**src/rtl/uart_pkg.sv**
```systemverilog
// uart_pkg: state encoding and frame constants shared by the UART transmit and receive paths.
package uart_pkg;

    typedef enum logic [1:0] {
        IDLE,
        START,
        DATA,
        STOP
    } tx_state_t;

    localparam int   UART_DATA_BITS  = 8;
    localparam int   UART_OVERSAMPLE = 16;
    localparam int   UART_FRAME_BITS = 10;
    localparam logic UART_IDLE_LEVEL = 1'b1;

endpackage

```
**src/rtl/uart_tx_serializer_if.sv**
```systemverilog
// uart_tx_serializer_if: valid/ready byte handshake from the packet layer into the serializer.
interface uart_tx_serializer_if #(
    parameter int DATA_BITS = 8
);

    logic                 tx_valid;
    logic [DATA_BITS-1:0] tx_data;
    logic                 tx_ready;

    modport master (output tx_valid, tx_data, input tx_ready);
    modport slave  (input tx_valid, tx_data, output tx_ready);

endinterface

```
**src/rtl/uart_tick_divider.sv**
```systemverilog
// uart_tick_divider: counts oversample ticks and flags the tick that closes one serial bit.
module uart_tick_divider #(
    parameter int OVERSAMPLE = 16
) (
    input  logic clk,
    input  logic reset,
    input  logic clear,
    input  logic baud_tick,
    output logic bit_end
);

    localparam int W = $clog2(OVERSAMPLE);

    logic [W-1:0] cnt;

    always_ff @(posedge clk) begin
        if (reset || clear)
            cnt <= '0;
        else if (baud_tick)
            cnt <= cnt + 1'b1;
    end

    // OVERSAMPLE is a power of two, so all-ones is the last tick of a bit
    assign bit_end = baud_tick & (&cnt);

endmodule

```
**src/rtl/uart_tx_serializer.sv**
```systemverilog
// uart_tx_serializer: frames a byte as start, LSB-first data and stop bits on a registered tx line.
module uart_tx_serializer
    import uart_pkg::*;
#(
    parameter int DATA_BITS  = UART_DATA_BITS,
    parameter int OVERSAMPLE = UART_OVERSAMPLE
) (
    input  logic                    clk,
    input  logic                    reset,
    input  logic                    baud_tick,
    uart_tx_serializer_if.slave     tx,
    output logic                    tx_serial,
    output logic                    tx_busy,
    output logic                    char_done,
    output logic [3:0]              bit_index
);

    localparam logic [3:0] LAST_DATA = 4'(DATA_BITS);

    tx_state_t            state;
    logic [DATA_BITS-1:0] shift;
    logic                 bit_end;

    uart_tick_divider #(
        .OVERSAMPLE(OVERSAMPLE)
    ) u_div (
        .clk      (clk),
        .reset    (reset),
        .clear    (state == IDLE),
        .baud_tick(baud_tick),
        .bit_end  (bit_end)
    );

    assign tx.tx_ready = (state == IDLE);
    assign tx_busy     = (state != IDLE);

    always_ff @(posedge clk) begin
        if (reset) begin
            state     <= IDLE;
            shift     <= '0;
            bit_index <= '0;
            char_done <= 1'b0;
            tx_serial <= UART_IDLE_LEVEL;
        end else begin
            char_done <= 1'b0;
            case (state)
                IDLE: if (tx.tx_valid) begin
                    state     <= START;
                    shift     <= tx.tx_data;
                    tx_serial <= ~UART_IDLE_LEVEL;
                end
                START: if (bit_end) begin
                    state     <= DATA;
                    bit_index <= 4'd1;
                    tx_serial <= shift[0];
                end
                DATA: if (bit_end) begin
                    bit_index <= bit_index + 4'd1;
                    if (bit_index == LAST_DATA) begin
                        state     <= STOP;
                        tx_serial <= UART_IDLE_LEVEL;
                    end else begin
                        // next line level is the bit that is about to become shift[0]
                        shift     <= shift >> 1;
                        tx_serial <= shift[1];
                    end
                end
                STOP: if (bit_end) begin
                    state     <= IDLE;
                    bit_index <= '0;
                    char_done <= 1'b1;
                end
                default: state <= IDLE;
            endcase
        end
    end

endmodule
```
**src/flat_wrapper.sv**
```systemverilog
// flat-port wrapper written by rule: the top's interface ports become plain ports
module uart_tx_serializer_flat import uart_pkg::*;
#(
    parameter int DATA_BITS  = UART_DATA_BITS,
    parameter int OVERSAMPLE = UART_OVERSAMPLE
)
  (clk, reset, baud_tick, tx_serial, tx_busy, char_done, bit_index, tx_tx_valid, tx_tx_data, tx_tx_ready);
  uart_tx_serializer_if #(.DATA_BITS(DATA_BITS)) tx_i ();
  input  logic clk;
  input  logic reset;
  input  logic baud_tick;
  output logic tx_serial;
  output logic tx_busy;
  output logic char_done;
  output logic [3:0] bit_index;
  input wire logic [$bits(tx_i.tx_valid)-1:0] tx_tx_valid;
  input wire logic [$bits(tx_i.tx_data)-1:0] tx_tx_data;
  output wire logic [$bits(tx_i.tx_ready)-1:0] tx_tx_ready;
  assign tx_i.tx_valid = tx_tx_valid;
  assign tx_i.tx_data = tx_tx_data;
  assign tx_tx_ready = tx_i.tx_ready;
  uart_tx_serializer #(.DATA_BITS(DATA_BITS), .OVERSAMPLE(OVERSAMPLE)) u_core (.clk(clk), .reset(reset), .baud_tick(baud_tick), .tx(tx_i), .tx_serial(tx_serial), .tx_busy(tx_busy), .char_done(char_done), .bit_index(bit_index));
endmodule
```
**config.mk**
```make
export PLATFORM = sky130hd
export DESIGN_NAME = uart_tx_serializer_flat
export DESIGN_NICKNAME = d
export VERILOG_FILES = /design/src/rtl/uart_pkg.sv /design/src/rtl/uart_tx_serializer_if.sv /design/src/rtl/uart_tick_divider.sv /design/src/rtl/uart_tx_serializer.sv /design/src/flat_wrapper.sv
export SDC_FILE = /design/constraint.sdc
export NUM_CORES = 1
export LEC_CHECK = 0
export ABC_AREA = 0
export CAP_MARGIN = 20
export CORE_UTILIZATION = 46
export DETAILED_ROUTE_END_ITERATION = 16
export PLACE_DENSITY = 0.74
export SLEW_MARGIN = 20
export SYNTH_ARGS = -nofsm -noshare
export SYNTH_HDL_FRONTEND = slang
export SYNTH_SLANG_ARGS = --single-unit
export TNS_END_PERCENT = 5
```
**constraint.sdc**
```tcl
create_clock -name clk -period 1.46 [get_ports clk]
set_clock_uncertainty 0.05 [all_clocks]
set_input_delay 0.219 -clock clk [delete_from_list [all_inputs] [get_ports clk]]
set_output_delay 0.219 -clock clk [all_outputs]
set_load 0.01 [all_outputs]
```
==> impl_metrics.py, run 1 <==
metrics = {
    "cts": {
        "postCtsSetupRepairBufs": 0,
        "cts_made_buffers": 3,
        "root_buffer": "clkbuf_4",
        "clk_latency_ns": 0.30,
        "cts_tree": "yes",
        "clockBufferDepth": 2,
        "clock_sinks": 20,
        "clkTransAtPathRegs_ns": 0.11,
        "cts-htree-levels": 1,
    },
    "logic_synthesis": {
        "synth_warnings": 0,
        "synth-adder-area-share_pct": 7.735,
        "synth_common_cells": "dfxtp_1, a21oi_1, mux2i_1",
        "synthMostInstantiatedCell": "dfxtp_1",
        "ys_ff_latch": 20,
        "synth_top_family_by_area": "compound AO/OA/AOI/OAI gates",
        "async_flop_share_pct": 0,
        "synth.net_count": 139,
        "muxShareOfSynthArea_pct": 8.840,
        "ys_types": 33,
        "yosysTopAreaCellShare_pct": 35.36,
        "synth.avg_cell_area_um2": 9.436,
        "yosysTopAreaCell": "dfxtp_1",
        "ys_top_cells_by_area": "dfxtp_1, mux2i_1, ha_1",
        "synth_compound_gate_area_share_pct": 22.21,
        "synth_xor_area_share_pct": 2.320,
        "yosys.area_share.simple_pct": 16.57,
        "synth-seq-area-share_pct": 35.36,
        "synth_edf_count": 0,
        "synth_area_mm2": 0.001132,
        "synth-main-ff-cell": "dfxtp_1",
        "syn_inst": 120,
    },
    "sta": {
        "timing_worst_slew_pin_value_ns": 0.3010,
        "rsz0062_at_grt": "yes",
        "fin_hold_ws_ns": 0.4617,
        "post-route-min-period_ns": 1.532,
        "tns_ns": -0.2435,
        "layout_setup_ws_ns": -0.07225,
        "slew_violations": 0,
        "fmax_ghz": 0.6526,
        "hold_viol_final": 0,
        "slew-limit-headroom_pct": 79.80,
        "setup_viol": 8,
        "period_share_pct": 104.9,
    },
    "critical_path": {
        "worst_ep_arrival_time_ns": 1.71,
        "critPathLaunchType": "flip-flop",
        "endpoint": "u_core.bit_index[3]",
        "worstSetupStartpoint": "u_core.u_div.cnt[1]",
        "cp_max_fo": 4,
        "r2r_start": "u_core.u_div.cnt[1]",
        "required_ns": 1.64,
        "critPathCaptureType": "flip-flop",
        "worstSetupPathType": "reg2reg",
        "r2r_end": "u_core.bit_index[3]",
        "r2r_slack_ns": -0.07,
        "path_cells": "ha_4 -> and4_4 -> buf_4 -> o21ai_1 -> o21ai_0 -> a21oi_1",
        "slowest_stage": "dfxtp_2",
        "crit_path_max_incr_delay_ns": 0.35,
        "reg2regPathDepth": 6,
    },
    "global_routing": {
        "track_usage_pct": 21.70,
        "grt_pass1_vias": 949,
        "use_met2_pct": 36.36,
        "grt_pass1_wl_um": 4236,
        "grt_max_degree": 16,
        "antenna_found_initial": 0,
        "met3_usage_pct": 2.632,
        "grt_util_met1_pct": 28.26,
        "grt_overflow_total": 0,
        "grt_busiest_layer": "met2",
    },
    "power": {
        "p_switching_w": 0.001216,
        "peakVddDrop_v": 0.001268,
        "p_sw_share_pct": 39.67,
        "p_leak_nw": 0.7061,
        "p_int_w": 0.001849,
        "p_per_area_mw_per_mm2": 1857,
        "power.total_w": 0.003065,
        "pwr-share-clk_pct": 10.4,
        "pwr-share-comb_pct": 63.4,
        "p_seq_share_pct": 26.2,
    },
    "route": {
        "drt_iter0_drc": 21,
        "vias": 1017,
        "postRouteAntennaNets": 0,
        "viasPerCell": 5.353,
        "first_pass_iters": 4,
        "wl_um": 2647,
        "wl_per_cell_um": 13.93,
        "drc": 0,
    },
    "status": {
        "violations": "negative setup slack",
        "outcome": "complete, but fails checks",
    },
    "job": {
        "drv_cap": 0,
    },
    "floorplanning": {
        "row_count": 17,
        "die_h_um": 51.62,
        "fp.coreArea_mm2": 0.002276,
        "initial_core_util_pct": 49.75,
        "io_pins": 20,
        "die_w_um": 51.62,
        "die-area_mm2": 0.002664,
    },
    "placement": {
        "hpwlAfterDp_um": 1902,
        "gp_congestion": 0.8179,
        "dp_cells": 186,
        "dpl_cell_area_mm2": 0.001539,
        "portBuffers": 19,
    },
    "finish": {
        "design_area_mm2": 0.001650,
        "drive_gt1_share_pct": 40.74,
        "area_growth_syn_to_layout_pct": 45.75,
        "stdcell_count": 190,
        "diodes": 0,
        "nets": 182,
    },
    "min_path": {
        "hp-start": "tx_tx_data[7]",
        "hold_path_class": "in2reg",
    },
}
kinds of logic (layout without fill, tap and decap cells):
group,Yosys count,after routing
buf+inv,13,55
mux,10,10
fa+ha+maj,7,7
simple gates,34,34
xor+xnor,3,3
compound gates,33,33
flops,20,20
layer usage:
layer,wire [um],part of all wire (%),up-vias
met5,0,0,-
met4,8,0.30,0
met3,51,1.9,2
met2,1336,50,11
met1,1251,47,482
li1,-,-,522
what timing repair did:
item / 4_1_cts / 5_1_grt
pin swaps: 5 / 6
hold buffers: 0 / 0
gates resized for setup: 25 / 12
setup endpoints to repair: 22 / 19
worst min-delay path by stage:
stage | cells past startpoint | endpoint
after floorplan | 2 | u_core.shift[7]
after global placement | 2 | u_core.bit_index[3]
after detailed placement | 2 | u_core.shift[5]
after CTS | 3 | u_core.shift[7]
after global routing | 3 | u_core.shift[7]
final | 3 | u_core.shift[7]
registers in the layout (all words and copies together), names as in the netlist:
| register | flops |
|---|---|
| u_core.bit_index | 4 |
| u_core.tx_serial | 1 |
| u_core.shift | 8 |
| u_core.u_div.cnt | 4 |
| u_core.state | 2 |
| u_core.char_done | 1 |
metrics by stage:
stage,util [%],setup slack [ns]
finish,72.51,-0.07225
global route,72.51,-0.1273
CTS,71.36,-0.1162
detailed placement,67.62,-0.2485
global placement,67.62,-0.1671
floorplan,-,-0.04029
power groups by stage:
stage	Combinational (W)	Clock [W]	Sequential, W
after floorplan	0.00127	0	0.000797
after detailed placement	0.00183	0	0.000784
after CTS	0.00188	0.000335	0.000796
final	0.00194	0.000320	0.000802
after global routing	0.00213	0.000350	0.000817
after global placement	0.00176	0	0.000777
critical path: cells and delay by family, from the launching register on:
family          cells  cell delay (ns)
buf+inv             1             0.14
simple gates        1             0.19
compound gates      3             0.57
flops               1             0.35
fa+ha+maj           1             0.16
placed cells by master, fill, tap and decap left out, types with 3 or more instances in the layout:
master / n
a21oi_1: 8
clkbuf_4: 3
a21oi_2: 6
dfxtp_2: 7
nor3_1: 5
nand2_1: 3
dfxtp_1: 12
ha_4: 3
o21ai_0: 4
ha_1: 3
nor2_1: 5
a311oi_2: 3
nand2b_1: 3
dlygate4sd2_1: 4
mux2i_1: 10
a311oi_1: 4
inv_1: 4
nand3_1: 5
clkdlybuf4s50_1: 11
buf_4: 24
cell type report:
type | instances | area, um^2
repair buffers | 45 | 391.6
well taps | 28 | 35.03
inverters | 6 | 27.53
fillers | 176 | 625.6
clock buffers | 4 | 36.28
flip-flops and latches | 20 | 412.9
multi-input cells | 87 | 747.0
(Power assumes the default switching activity.)
==> run 2, diff against run 1 <==
GPL_TIMING_DRIVEN = 1   (was default)
SLEW_MARGIN = 30   (was 20)
==> results of run 2 <==
No change in the layout: final DEF, timing and power equal those of run 1.
==> run 3, diff against run 2 <==
SKIP_LAST_GASP = 1   (was default)
clock period = 1.4 ns   (was 1.46 ns; I/O delays follow)
==> run 3 against run 2 <==
  * The flow still finishes with violations (negative setup slack)
  * Count of clock-buffer cells in the layout is the same
  * Die area is the same
  * Flip-flop and latch count is the same
  * Highest routed layer unchanged
==> impl_metrics.py, run 3 (synthesized netlist as in run 1, its figures left out) <==
metrics = {
    "status": {
        "outcome": "complete, but fails checks",
        "violations": "negative setup slack",
    },
    "critical_path": {
        "path_cells": "buf_4 -> clkdlybuf4s50_1",
        "r2r_start": "u_core.u_div.cnt[0]",
        "r2r_slack_ns": -0.16,
        "critPathLaunchType": "flip-flop",
        "slowest_stage": "clkdlybuf4s50_1",
        "worstSetupPathType": "reg2out",
        "required_ns": 1.14,
        "reg2regPathDepth": 5,
        "crit_path_max_incr_delay_ns": 0.53,
        "worst_ep_arrival_time_ns": 1.32,
        "critPathCaptureType": "primary output",
        "cp_max_fo": 4,
        "r2r_end": "u_core.shift[6]",
    },
    "min_path": {
        "hold_path_class": "in2reg",
        "holdPathEnd": "u_core.shift[7]",
        "hp-start": "tx_tx_data[7]",
        "hold-path-cell-count": 3,
    },
    "sta": {
        "fin_hold_ws_ns": 0.4162,
        "setup_viol": 21,
        "timing_worst_slew_pin_value_ns": 0.3042,
        "post-route-min-period_ns": 1.576,
        "rsz0062_at_grt": "yes",
        "slew-limit-headroom_pct": 79.46,
        "slew_violations": 0,
        "layout_setup_ws_ns": -0.1760,
        "period_share_pct": 112.6,
        "fmax_ghz": 0.6345,
        "hold_viol_final": 0,
    },
    "placement": {
        "gp_congestion": 0.7904,
        "dpl_cell_area_mm2": 0.001579,
        "hpwlAfterDp_um": 1902,
        "portBuffers": 19,
    },
    "global_routing": {
        "grt_max_degree": 18,
        "track_usage_pct": 21.94,
        "grt_pass1_wl_um": 4271,
        "antenna_found_initial": 0,
        "grt_pass1_vias": 985,
        "grt_overflow_total": 0,
    },
    "job": {
        "drv_cap": 0,
    },
    "route": {
        "drc": 0,
        "wl_um": 2660,
        "drt_iter0_drc": 16,
        "postRouteAntennaNets": 0,
        "viasPerCell": 5.352,
        "vias": 1033,
        "first_pass_iters": 4,
        "wl_per_cell_um": 13.78,
    },
    "power": {
        "pwr-share-clk_pct": 11.0,
        "p_sw_share_pct": 38.90,
        "peakVddDrop_v": 0.001178,
        "p_int_w": 0.001957,
        "p_switching_w": 0.001246,
        "p_per_area_mw_per_mm2": 1945,
        "p_seq_share_pct": 25.4,
        "pwr-share-comb_pct": 63.5,
        "p_leak_nw": 0.6843,
    },
    "cts": {
        "clk_latency_ns": 0.32,
        "clock_sinks": 20,
        "cts-htree-levels": 1,
        "cts_made_buffers": 3,
        "clkTransAtPathRegs_ns": 0.12,
        "clockBufferDepth": 2,
        "cts_tree": "yes",
        "root_buffer": "clkbuf_4",
        "postCtsHoldBufs": 0,
    },
    "floorplanning": {
        "die_h_um": 51.62,
        "fp.coreArea_mm2": 0.002276,
        "die-area_mm2": 0.002664,
        "die_w_um": 51.62,
        "row_count": 17,
        "io_pins": 20,
        "initial_core_util_pct": 49.75,
    },
    "finish": {
        "largestRegisters": "u_core.shift: 8 flops, u_core.bit_index: 4 flops, u_core.u_div.cnt: 4 flops",
        "largest_register_ff_count": 8,
        "regMostFlops": "u_core.shift",
        "nets": 185,
        "drive_gt1_share_pct": 33.94,
        "final_cell_mix": "buf_4, dfxtp_1, clkdlybuf4s50_1",
        "design_area_mm2": 0.001647,
        "area_growth_syn_to_layout_pct": 45.41,
        "diodes": 0,
        "layout_commonest_cell": "buf_4",
    },
}
==> run 3: area by class of cell <==
| type | count | area [um^2] |
|---|---|---|
| multi-input cells | 87 | 701.9 |
| well taps | 28 | 35.03 |
| repair buffers | 48 | 444.2 |
| inverters | 6 | 25.02 |
| fillers | 175 | 629.4 |
| clock buffers | 4 | 36.28 |
| flip-flops and latches | 20 | 404.1 |
==> run 3: repair_timing <==
action	4_1_cts	5_1_grt
endpoints found under the setup margin	23	22
pin swaps	0	3
endpoints found under the hold margin	0	0
buffers inserted	0	1
gates resized for setup	4	9
==> run 3: layer usage <==
metal / vias up / global-route usage, % / wire, um
met4: 0 / 9.459 / 40
met2: 21 / 37.66 / 1346
li1: 529 / - / -
met3: 5 / 3.509 / 74
met5: - / 0 / 0
met1: 478 / 26.83 / 1198
==> run 3: worst max-delay path, delay by kind of cell, from the launching register on <==
kind	cells	cell delay, ns
flops	1	0.35
buf+inv	2	0.65
==> run 3: how the worst max path moves through the flow <==
stage / from / end / slack, ns / cells past startpoint
finish: u_core.bit_index[2] / bit_index[2] / -0.18 / 2
global route: u_core.state[0] / u_core.bit_index[2] / -0.22 / 6
CTS: u_core.bit_index[1] / bit_index[1] / -0.20 / 2
detailed placement: baud_tick / u_core.shift[0] / -0.29 / 5
global placement: baud_tick / u_core.shift[2] / -0.24 / 5
floorplan: u_core.state[1] / u_core.shift[4] / -0.10 / 8
==> run 3: per-stage QoR <==
| stage | setup WS, ns | setup TNS (ns) | util (%) | std cells | power, W |
|---|---|---|---|---|---|
| after floorplan | -0.1003 | -0.8929 | - | 120 | 0.002154 |
| after global placement | -0.2407 | -2.903 | 69.38 | 188 | 0.002717 |
| after detailed placement | -0.2916 | -3.522 | 69.38 | 188 | 0.002798 |
| after CTS | -0.2024 | -2.785 | 71.25 | 192 | 0.003145 |
| after global routing | -0.2172 | -3.652 | 72.35 | 193 | 0.003427 |
| final | -0.1760 | -2.301 | 72.35 | 193 | 0.003203 |
==> run 3: power by group through the flow <==
| stage | Clock, W | Sequential [W] | Combinational, W |
|---|---|---|---|
| floorplan | 0 | 0.000831 | 0.00132 |
| global placement | 0 | 0.000808 | 0.00191 |
| detailed placement | 0 | 0.000818 | 0.00198 |
| CTS | 0.000360 | 0.000812 | 0.00197 |
| global route | 0.000376 | 0.000833 | 0.00222 |
| finish | 0.000354 | 0.000815 | 0.00203 |
